==> config.mk <==
export PLATFORM = sky130hd
export DESIGN_NAME = float_to_fixed_arbiter
export DESIGN_NICKNAME = d
export VERILOG_FILES = /design/src/rtl/float_to_fixed_arbiter_pkg.sv /design/src/rtl/float_to_fixed_arbiter_rr_pick.sv /design/src/rtl/float_to_fixed_arbiter.sv
export SDC_FILE = /design/constraint.sdc
export NUM_CORES = 1
export LEC_CHECK = 0
export ABC_AREA = 1
export CELL_PAD_IN_SITES_DETAIL_PLACEMENT = 1
export CELL_PAD_IN_SITES_GLOBAL_PLACEMENT = 1
export CORE_ASPECT_RATIO = 0.9
export CORE_UTILIZATION = 26
export CTS_BUF_LIST = sky130_fd_sc_hd__clkbuf_4 sky130_fd_sc_hd__clkbuf_8
export CTS_CLUSTER_DIAMETER = 60
export DETAILED_ROUTE_END_ITERATION = 10
export PLACE_DENSITY_LB_ADDON = 0.05
export SLEW_MARGIN = 20
export SYNTH_ARGS = -nofsm -noshare
export SYNTH_HDL_FRONTEND = slang
export SYNTH_SLANG_ARGS = --single-unit
==> constraint.sdc <==
create_clock -name CLK -period 2.3 [get_ports CLK]
set_input_delay 0.345 -clock CLK [delete_from_list [all_inputs] [get_ports CLK]]
set_output_delay 0.345 -clock CLK [all_outputs]
set_load 0.005 [all_outputs]
==> src/rtl/float_to_fixed_arbiter_pkg.sv <==
// Shared definitions for the float-to-fixed converter arbiter.
package float_to_fixed_arbiter_pkg;

   localparam int W_DEF = 32;

   typedef enum logic [1:0] {
      ST_IDLE    = 2'd0,
      ST_ISSUE   = 2'd1,
      ST_WAIT    = 2'd2,
      ST_RELEASE = 2'd3
   } state_t;

   // Pointer/index width: enough bits to name every requester, never less than one.
   function automatic int ptr_width(input int n);
      return (n > 1) ? $clog2(n) : 1;
   endfunction

endpackage

==> src/rtl/float_to_fixed_arbiter_rr_pick.sv <==
// Combinational round-robin selector: first set request at or after ptr, wrapping.
module rr_pick
   import float_to_fixed_arbiter_pkg::*;
#(
   parameter int N_REQ = 4,
   parameter int PTR_W = ptr_width(N_REQ)
) (
   input  logic [N_REQ-1:0] req,
   input  logic [PTR_W-1:0] ptr,
   output logic [PTR_W-1:0] grant_idx,
   output logic             any_req
);

   logic [PTR_W:0] cand;

   // Scan offsets from farthest to nearest so the nearest set bit wins.
   always_comb begin
      grant_idx = '0;
      any_req   = 1'b0;
      cand      = '0;
      for (int k = N_REQ - 1; k >= 0; k--) begin
         cand = {1'b0, ptr} + (PTR_W+1)'(k);
         if (cand >= (PTR_W+1)'(N_REQ)) begin
            cand = cand - (PTR_W+1)'(N_REQ);
         end
         if (req[cand[PTR_W-1:0]]) begin
            grant_idx = cand[PTR_W-1:0];
            any_req   = 1'b1;
         end
      end
   end

endmodule

==> src/rtl/float_to_fixed_arbiter.sv <==
// Round-robin scheduler sharing one float-to-fixed converter between N_REQ requesters.
//
// state      | meaning
// -----------+-----------------------------------------------------------
// ST_IDLE    | waiting for a request; latches winner index and operand
// ST_ISSUE   | BEGIN_CONV pulse to the converter
// ST_WAIT    | counting cycles until ACK_CONV or the timeout limit
// ST_RELEASE | RST_CONV pulse, DONE/ERR visible, pointer advances
module float_to_fixed_arbiter
   import float_to_fixed_arbiter_pkg::*;
#(
   parameter int N_REQ   = 4,
   parameter int W       = W_DEF,
   parameter int TIMEOUT = 63
) (
   input  logic               CLK,
   input  logic               RST,
   input  logic [N_REQ-1:0]   REQ,
   input  logic [N_REQ*W-1:0] DATA_IN,
   output logic [N_REQ-1:0]   DONE,
   output logic [N_REQ-1:0]   ERR,
   output logic [W-1:0]       RESULT,
   output logic               BUSY,
   output logic               BEGIN_CONV,
   output logic [W-1:0]       DATA_CONV,
   output logic               RST_CONV,
   input  logic               ACK_CONV,
   input  logic [W-1:0]       FIXED_IN
);

   localparam int PTR_W = ptr_width(N_REQ);
   localparam int CNT_W = $clog2(TIMEOUT + 1);

   state_t           state;
   state_t           state_nxt;
   logic [PTR_W-1:0] ptr;
   logic [PTR_W-1:0] idx;
   logic [PTR_W-1:0] grant_idx;
   logic             any_req;
   logic [CNT_W-1:0] cnt;
   logic             cnt_at_limit;
   logic             take_ack;
   logic             take_to;
   logic [W-1:0]     din_arr [N_REQ];

   for (genvar i = 0; i < N_REQ; i++) begin : g_slice
      assign din_arr[i] = DATA_IN[i*W +: W];
   end

   rr_pick #(
      .N_REQ (N_REQ),
      .PTR_W (PTR_W)
   ) u_rr_pick (
      .req       (REQ),
      .ptr       (ptr),
      .grant_idx (grant_idx),
      .any_req   (any_req)
   );

   assign cnt_at_limit = (cnt == CNT_W'(TIMEOUT));

   // State register.
   always_ff @(posedge CLK or posedge RST) begin
      if (RST) begin
         state <= ST_IDLE;
      end else begin
         state <= state_nxt;
      end
   end

   // Next state plus state-decoded converter controls; acknowledge beats timeout on a tie.
   always_comb begin
      state_nxt  = state;
      BUSY       = 1'b1;
      BEGIN_CONV = 1'b0;
      RST_CONV   = 1'b0;
      take_ack   = 1'b0;
      take_to    = 1'b0;
      case (state)
         ST_IDLE: begin
            BUSY = 1'b0;
            if (any_req) begin
               state_nxt = ST_ISSUE;
            end
         end
         ST_ISSUE: begin
            BEGIN_CONV = 1'b1;
            state_nxt  = ST_WAIT;
         end
         ST_WAIT: begin
            if (ACK_CONV) begin
               take_ack  = 1'b1;
               state_nxt = ST_RELEASE;
            end else if (cnt_at_limit) begin
               take_to   = 1'b1;
               state_nxt = ST_RELEASE;
            end
         end
         ST_RELEASE: begin
            RST_CONV  = 1'b1;
            state_nxt = ST_IDLE;
         end
         default: begin
            state_nxt = ST_IDLE;
         end
      endcase
   end

   // Grant latch, timeout counter, result capture, completion pulses and pointer advance.
   always_ff @(posedge CLK or posedge RST) begin
      if (RST) begin
         ptr       <= '0;
         idx       <= '0;
         cnt       <= '0;
         DATA_CONV <= '0;
         RESULT    <= '0;
         DONE      <= '0;
         ERR       <= '0;
      end else begin
         DONE <= '0;
         ERR  <= '0;
         case (state)
            ST_IDLE: begin
               if (any_req) begin
                  idx       <= grant_idx;
                  DATA_CONV <= din_arr[grant_idx];
                  cnt       <= '0;
               end
            end
            ST_WAIT: begin
               if (!cnt_at_limit) begin
                  cnt <= cnt + 1'b1;
               end
               if (take_ack) begin
                  RESULT    <= FIXED_IN;
                  DONE[idx] <= 1'b1;
               end else if (take_to) begin
                  ERR[idx] <= 1'b1;
               end
            end
            ST_RELEASE: begin
               if (idx == PTR_W'(N_REQ - 1)) begin
                  ptr <= '0;
               end else begin
                  ptr <= idx + 1'b1;
               end
            end
            default: begin
            end
         endcase
      end
   end

endmodule

==> summary.md, run 1 <==
| Metric | Value |
|---|---|
| TritonCTS clock tree | `built` |
| LEAKAGE | `0.00355 uW` |
| Worst Slack Setup Final | `0.230 ns` |
| Routability cong. | `roughly 0.85` |
| 1st-iter DRT viols | `94` |
| Share of layout cells above drive strength 1 | `0.0961` |
| Post-DP Area | `between 7000 and 8000 sq um` |
| Crit path from | `state[0]$_DFFE_PP0P_` |
| Die X | `144 um` |
| Syn Nets | `between 700 and 800` |
| Die span in y | `roughly 130 um` |
| Total power | `9630 uW` |
| Final Cell Area | `7660 sq um` |
| Final Hold Vio Count | `0` |
| Drt first pass iters | `4` |
| Most frequent cells in the layout | `241 x clkdlybuf4s50_1, 163 x nand2_1, 125 x nand3_1, 83 x dfrtp_1, 78 x inv_1` |
| I/O Buffers | `241` |
| Critical path launch point type | `register` |
| Synthesized area | `between 4000 and 5000 sq um` |
| Avg Cell Area, Syn | `roughly 8 sq um` |
| CTS sink count | `84` |
| Worst Path Arrival | `around 1.7 ns` |
| Cells after synthesis | `approximately 600` |
| Yosys warns | `0` |
| Outcome | `completed` |
| Initial Utilization | `0.267` |
| First-pass GRT wire length | `26300 um` |
| Core Rows | `between 40 and 50` |
| Crit path kind | `register to output pin` |
| # IOs | `around 240` |
| Core area | `17700 sq um` |
| Post-synthesis sequential area ratio | `0.446` |
| Clock buffer count from CTS | `9` |
| Total of max-cap violations | `0` |
| Biggest area consumer among synthesized cells | `dfrtp_1` |
| Top cells by area, synth | `dfrtp_1 45%, nand3_1 13%, nand2_1 13%, mux2_2 7.6%, inv_1 6.3%` |
| Worst rel slew slack | `0.686` |
| Vias/cell | `around 4.4` |
| Detail Route Antenna Nets | `0` |
| Actual slew at the worst max-slew pin | `between 0.4 and 0.5 ns` |
| Peak supply drop | `slightly above 0.0006 V` |
| Clock latency on the worst-skew pair | `about 0.38 ns` |
| Clock root cell | `clkbuf_8` |
| Synth unique cells | `29` |
| Clock transition at path regs | `roughly 0.09 ns` |
| Layout area overhead | `62.5%` |
| Slew Viols, Final | `0` |
| Final net count | `a little over 1k` |
| Yosys reg bits | `84` |
| DRC Markers | `0` |
| GRT overflow | `0` |
| Period minus WS final | `between 2 and 2.5 ns` |
| Antenna violations before repair | `0` |
| Max clock buf depth | `2` |
| Clock H-tree levels | `3` |
| F_max | `483 MHz` |
| Count of final setup violators | `0` |
| CP required | `1.96 ns` |
| Clock skew | `roughly 0.011 ns` |
| Fin crit share | `0.900` |
| RSZ-0062 raised after global routing | `false` |
| Power density over the cells | `1260 nW/um^2` |
| DR WL/cell | `around 15 um` |
| Crit Path Max Fanout | `4` |
| Setup Fix Bufs, Post-CTS | `0` |
| WL final | `roughly 17000 um` |
| Largest net degree at the start of global routing | `85` |
| Most common cell after layout, fill and taps aside | `clkdlybuf4s50_1` |
| FF-to-FF Start | `ptr[0]$_DFFE_PP0P_` |
| Total track usage | `0.184` |
| Detail Placement HPWL | `13000 um` |
| Worst Hold Class | `input pin to async pin` |
| Vias | `a little under 5k` |
| Post-place setup slack | `-0.0156 ns` |
| Crit path capture type | `output pin` |
| Yosys top cell area share | `0.446` |
| Vias in the first global route | `approximately 5.1k` |
| Die ar. | `18700 sq um` |
[flip-flops by register name, indices dropped and copies added (netlist names)]
name,count
ptr,2
DONE,4
RESULT,32
idx,2
ERR,4
cnt,6
state,2
DATA_CONV,32
[logic make-up (layout without fill, tap and decap cells)]
family	Yosys count	after routing	share of synthesized area
other	0	1	0
buffers and inverters	111	355	0.101
and+or+nand+nor	343	343	0.326
xor gates and xnor gates	5	5	0.00929
muxes	32	32	0.0765
adders and majority gates	9	9	0.0239
DFF	84	84	0.446
AOI/OAI and AO/OA	15	15	0.0180
[critical path, stage by stage (launching register included)]
cell	delay [ns]
dfrtp_1	0.39
inv_1	0.09
ha_1	0.28
inv_1	0.07
clkdlybuf4s50_1	0.52
[timing repair]
item	4_1_cts	5_1_grt
hold buffers	0	0
setup endpoints to repair	0	8
hold endpoints to repair	0	0
gates resized for setup	0	1
[power by group]
group | internal (uW) | total (uW) | switching, uW
registers | 2150 | 2560 | 404
clock network | 528 | 1130 | 599
logic | 2890 | 5950 | 3060
[final cells by class]
class	count	area, sq um
diodes	1	2.50
flip-flops and latches	84	2100
fillers	2162	10000
multi-input cells	404	2140
repair buffers	257	2590
well taps	240	300
inverters	82	314
clock buffers	10	131
clock inverters	6	71.3
[synth_stat cells]
library cell,count
nand2_2,2
xor2_1,3
clkbuf_2,1
nand2_4,1
ha_1,9
buf_6,1
clkbuf_1,6
buf_2,13
a21oi_1,3
buf_4,8
o21ai_1,1
nor2_2,1
nor2_1,25
xnor2_1,2
mux2_2,32
inv_4,1
nand3_1,125
nor3_1,1
inv_2,2
o21ai_0,7
nand2_1,163
or2_2,4
inv_1,79
or2_0,10
dfrtp_1,84
nand3_2,2
o31ai_1,4
nand3b_2,1
or2_1,8
[final timing paths]
kind	endpoint	slack, ns	cells past startpoint
max reg2reg	DATA_CONV[15]$_DFFE_PP0P_	0.34	13
max in group asynchronous	ptr[0]$_DFFE_PP0P_	1.48	3
max	BUSY	0.23	4
min	RESULT[19]$_DFFE_PP0P_	0.46	3
min reg2reg	DATA_CONV[9]$_DFFE_PP0P_	0.48	2
min in group CLK	DATA_CONV[9]$_DFFE_PP0P_	0.48	2
[layer usage]
layer | share of wire | vias up | routed length [um] | track usage
met3 | 0.098 | 15 | 1630 | 0.0661
met2 | 0.50 | 168 | 8310 | 0.333
met5 | 0 | - | 0 | 0
met4 | 0.013 | 0 | 214 | 0.0613
li1 | - | 2364 | - | -
met1 | 0.39 | 2263 | 6490 | 0.199
[metrics by stage]
stage,hold WS [ns],TNS (ns),cells,utilization
5_1_grt,0.476,0,1083,0.433
4_1_cts,0.460,0,1083,0.433
2_1_floorplan,0.473,0,599,-
3_3_place_gp,0.465,0,1067,0.422
3_5_place_dp,0.468,-0.0593,1067,0.422
6_report,0.456,0,1084,0.433
No activity file was read; power rests on OpenSTA's default activity.
==> run 2: changes to the inputs <==
--- a/config.mk
+++ b/config.mk
@@ -17,4 +17,5 @@
 export SLEW_MARGIN = 20
 export SYNTH_ARGS = -nofsm -noshare
 export SYNTH_HDL_FRONTEND = slang
+export SYNTH_HIERARCHICAL = 1
 export SYNTH_SLANG_ARGS = --single-unit
==> summary.md, run 2 <==
| Metric | Value |
|---|---|
| Outcome | `completed` |
| Detail Route Antenna Nets | `0` |
| Total of max-cap violations | `0` |
| Peak supply drop | `between 0.0005 and 0.0006 V` |
| DR WL/cell | `approximately 15 um` |
| Syn Nets | `~720` |
| Clock transition at path regs | `0.11 ns` |
| Period minus WS final | `about 2.1 ns` |
| Clock latency on the worst-skew pair | `around 0.38 ns` |
| Final Hold Vio Count | `0` |
| Top cells by instance count after synthesis | `133 x nand2_1, 84 x dfrtp_1, 67 x nor2_1, 43 x inv_1, 35 x o21ai_0` |
| Die X | `145 um` |
| Most common cell after layout, fill and taps aside | `clkdlybuf4s50_1` |
| Count of final setup violators | `0` |
| Antenna violations before repair | `0` |
| # IOs | `~240` |
| Share of layout cells above drive strength 1 | `0.155` |
| DRC Markers | `0` |
| Worst Hold Class | `input pin to async pin` |
| Diode count | `0` |
| Clock skew | `~0.022 ns` |
| Yosys warns | `6` |
| Die span in y | `131 um` |
| Layout area overhead | `61.3%` |
| Clock buffer count from CTS | `9` |
| Crit Path Max Fanout | `35` |
| F_max | `roughly 470 MHz` |
| CP required | `roughly 2.6 ns` |
| Power density over the cells | `about 1300 nW/um^2` |
| Max clock buf depth | `2` |
| Fin crit share | `0.919` |
| Cts hold-fix bufs | `0` |
| Met3 WL post-DR | `about 1300 um` |
| Finished Layout Cells | `between 1k and 1.5k` |
| Top cells by area, synth | `dfrtp_1 44%, nand2_1 10%, o211ai_2 7.6%, mux2_2 7.5%, nor2_1 5.2%` |
| Crit path capture type | `register` |
| Vias/cell | `4.46` |
| Yosys top cell area share | `0.439` |
| LEAKAGE | `between 0.003 and 0.004 uW` |
| Post-synthesis sequential area ratio | `0.439` |
| Initial Utilization | `0.269` |
| Routability cong. | `around 0.84` |
| Most frequent cells in the layout | `241 x clkdlybuf4s50_1, 132 x nand2_1, 83 x dfrtp_1, 67 x nor2_1, 42 x inv_1` |
| Crit path from | `ptr[0]$_DFFE_PP0P_` |
| Worst Slack Setup Final | `0.187 ns` |
| Synth unique cells | `31` |
| Core area | `roughly 18000 sq um` |
| Total track usage | `0.173` |
| Drt first pass iters | `4` |
| CTS sink count | `84` |
| FF-to-FF Start | `ptr[0]$_DFFE_PP0P_` |
| First-pass GRT wire length | `~26000 um` |
| TritonCTS clock tree | `built` |
| Detail Placement HPWL | `around 13000 um` |
| Worst rel slew slack | `0.568` |
| Crit path kind | `register to register` |
| Inst Count DP | `between 1k and 1.5k` |
| I/O Buffers | `241` |
| Vias | `around 4.6k` |
| Biggest area consumer among synthesized cells | `dfrtp_1` |
| Most frequent cell after synthesis | `nand2_1` |
| 1st-iter DRT viols | `78` |
| Biggest regs | `DATA_CONV x32, RESULT x32, cnt x6` |
| Met1 Wirelength | `around 6500 um` |
| Post-synth ARST share | `1.00` |
| Critical path launch point type | `register` |
| GRT overflow | `0` |
| Post-DP Area | `7520 sq um` |
| Yosys reg bits | `84` |
| Clock H-tree levels | `3` |
| Number of synthesized flops with an enable pin | `0` |
| Post-place setup slack | `-0.101 ns` |
| WL final | `between 15000 and 20000 um` |
| Clock root cell | `clkbuf_8` |
| Filler cell count in the final layout | `roughly 2.1k` |
| Final Cell Area | `7730 sq um` |
| Final net count | `about 970` |
| Largest net degree at the start of global routing | `39` |
| Vias in the first global route | `4918` |
| DR top layer | `met4` |
| Cells after synthesis | `548` |
| Die ar. | `19000 sq um` |
| Core Rows | `46` |
| Avg Cell Area, Syn | `around 8.7 sq um` |
| Ys flop type | `dfrtp_1` |
| RSZ-0062 raised after global routing | `false` |
| Synthesized area | `4790 sq um` |
| Slew Viols, Final | `0` |
| Actual slew at the worst max-slew pin | `between 0.6 and 0.7 ns` |
| Worst Path Arrival | `about 2.4 ns` |
| Met2 wire length | `roughly 7900 um` |
-- run 2: cell types whose count changed in the layout (fill, tap and decap cells not counted), moves of 4 or more --
cell / change
o211ai_1: +9
o211ai_2: +29
nand3_1: -108
o21ai_1: +18
o31ai_1: -4
nand2_1: -31
nand2_2: +6
nor2_1: +43
o21ai_0: +28
inv_1: -36
-- run 2: final cells by class --
class	count	area, sq um	area share
Timing Repair Buffer	259	2650	0.343
Clock buffer	9	124	0.0160
Multi-Input combinational cell	386	2280	0.295
Clock inverter	7	78.8	0.0102
Inverter	50	195	0.0253
Tap cell	240	300	0.0389
Sequential cell	84	2100	0.272
-- run 2: worst paths after layout --
path	depth (start not counted)	slack, ns	endpoint
worst max-delay path	13	0.19	DATA_CONV[9]$_DFFE_PP0P_
worst max register to register	13	0.19	DATA_CONV[9]$_DFFE_PP0P_
worst min register to register	2	0.48	DATA_CONV[27]$_DFFE_PP0P_
max in group asynchronous	3	1.30	DATA_CONV[27]$_DFFE_PP0P_
min in group CLK	2	0.48	DATA_CONV[27]$_DFFE_PP0P_
worst min-delay path	2	0.39	RESULT[23]$_DFFE_PP0P_
-- run 2: layer usage --
metal / GRT usage / vias to the layer above
li1: - / 2258
met2: 0.305 / 165
met4: 0.0563 / 0
met5: 0 / -
met3: 0.0632 / 17
met1: 0.197 / 2180
-- run 2: cell families (layout without fill, tap and decap cells) --
group / after synthesis / count (layout) / share of synthesized area
AND/OR/NAND/NOR: 250 / 250 / 0.224
AO/OA/AOI/OAI: 94 / 94 / 0.150
adder cells (fa/ha/maj): 9 / 9 / 0.0235
buffers and inverters: 78 / 325 / 0.0864
multiplexers: 33 / 33 / 0.0776
flip-flops: 84 / 84 / 0.439
-- run 2: critical path, stage by stage, from the launching register on --
cell and delay [ns]:
dfrtp_2 0.50, nand2_1 0.12, and2_4 0.18, nand2_2 0.08, nand2_2 0.05, inv_2 0.05
nand2_1 0.05, nand2_1 0.07, nand2_2 0.11, buf_12 0.19, buf_4 0.18, or2_0 0.23
o211ai_2 0.08, o211ai_2 0.09
-- run 2: what timing repair did --
action / 4_1_cts / 5_1_grt
endpoints found under the hold margin: 0 / 0
setup buffers: 0 / 0
setup endpoints to repair: 0 / 7
resized for setup: 0 / 1
-- run 2: stage by stage --
stage | total power (uW) | hold slack, ns | TNS (ns) | util
3_3_place_gp | 9180 | 0.464 | -0.0871 | 0.422
6_report | 10300 | 0.390 | 0 | 0.433
5_1_grt | 11300 | 0.413 | 0 | 0.433
3_5_place_dp | 9400 | 0.466 | -0.313 | 0.422
4_1_cts | 10600 | 0.383 | 0 | 0.433
2_1_floorplan | 6640 | 0.472 | 0 | -
-- run 2: report_power, final --
group | internal, uW | leakage [uW] | total, uW | switching, uW
clock network | 430 | 0.000102 | 1090 | 661
registers | 2150 | 0.00104 | 2540 | 384
logic | 3300 | 0.00230 | 6680 | 3380
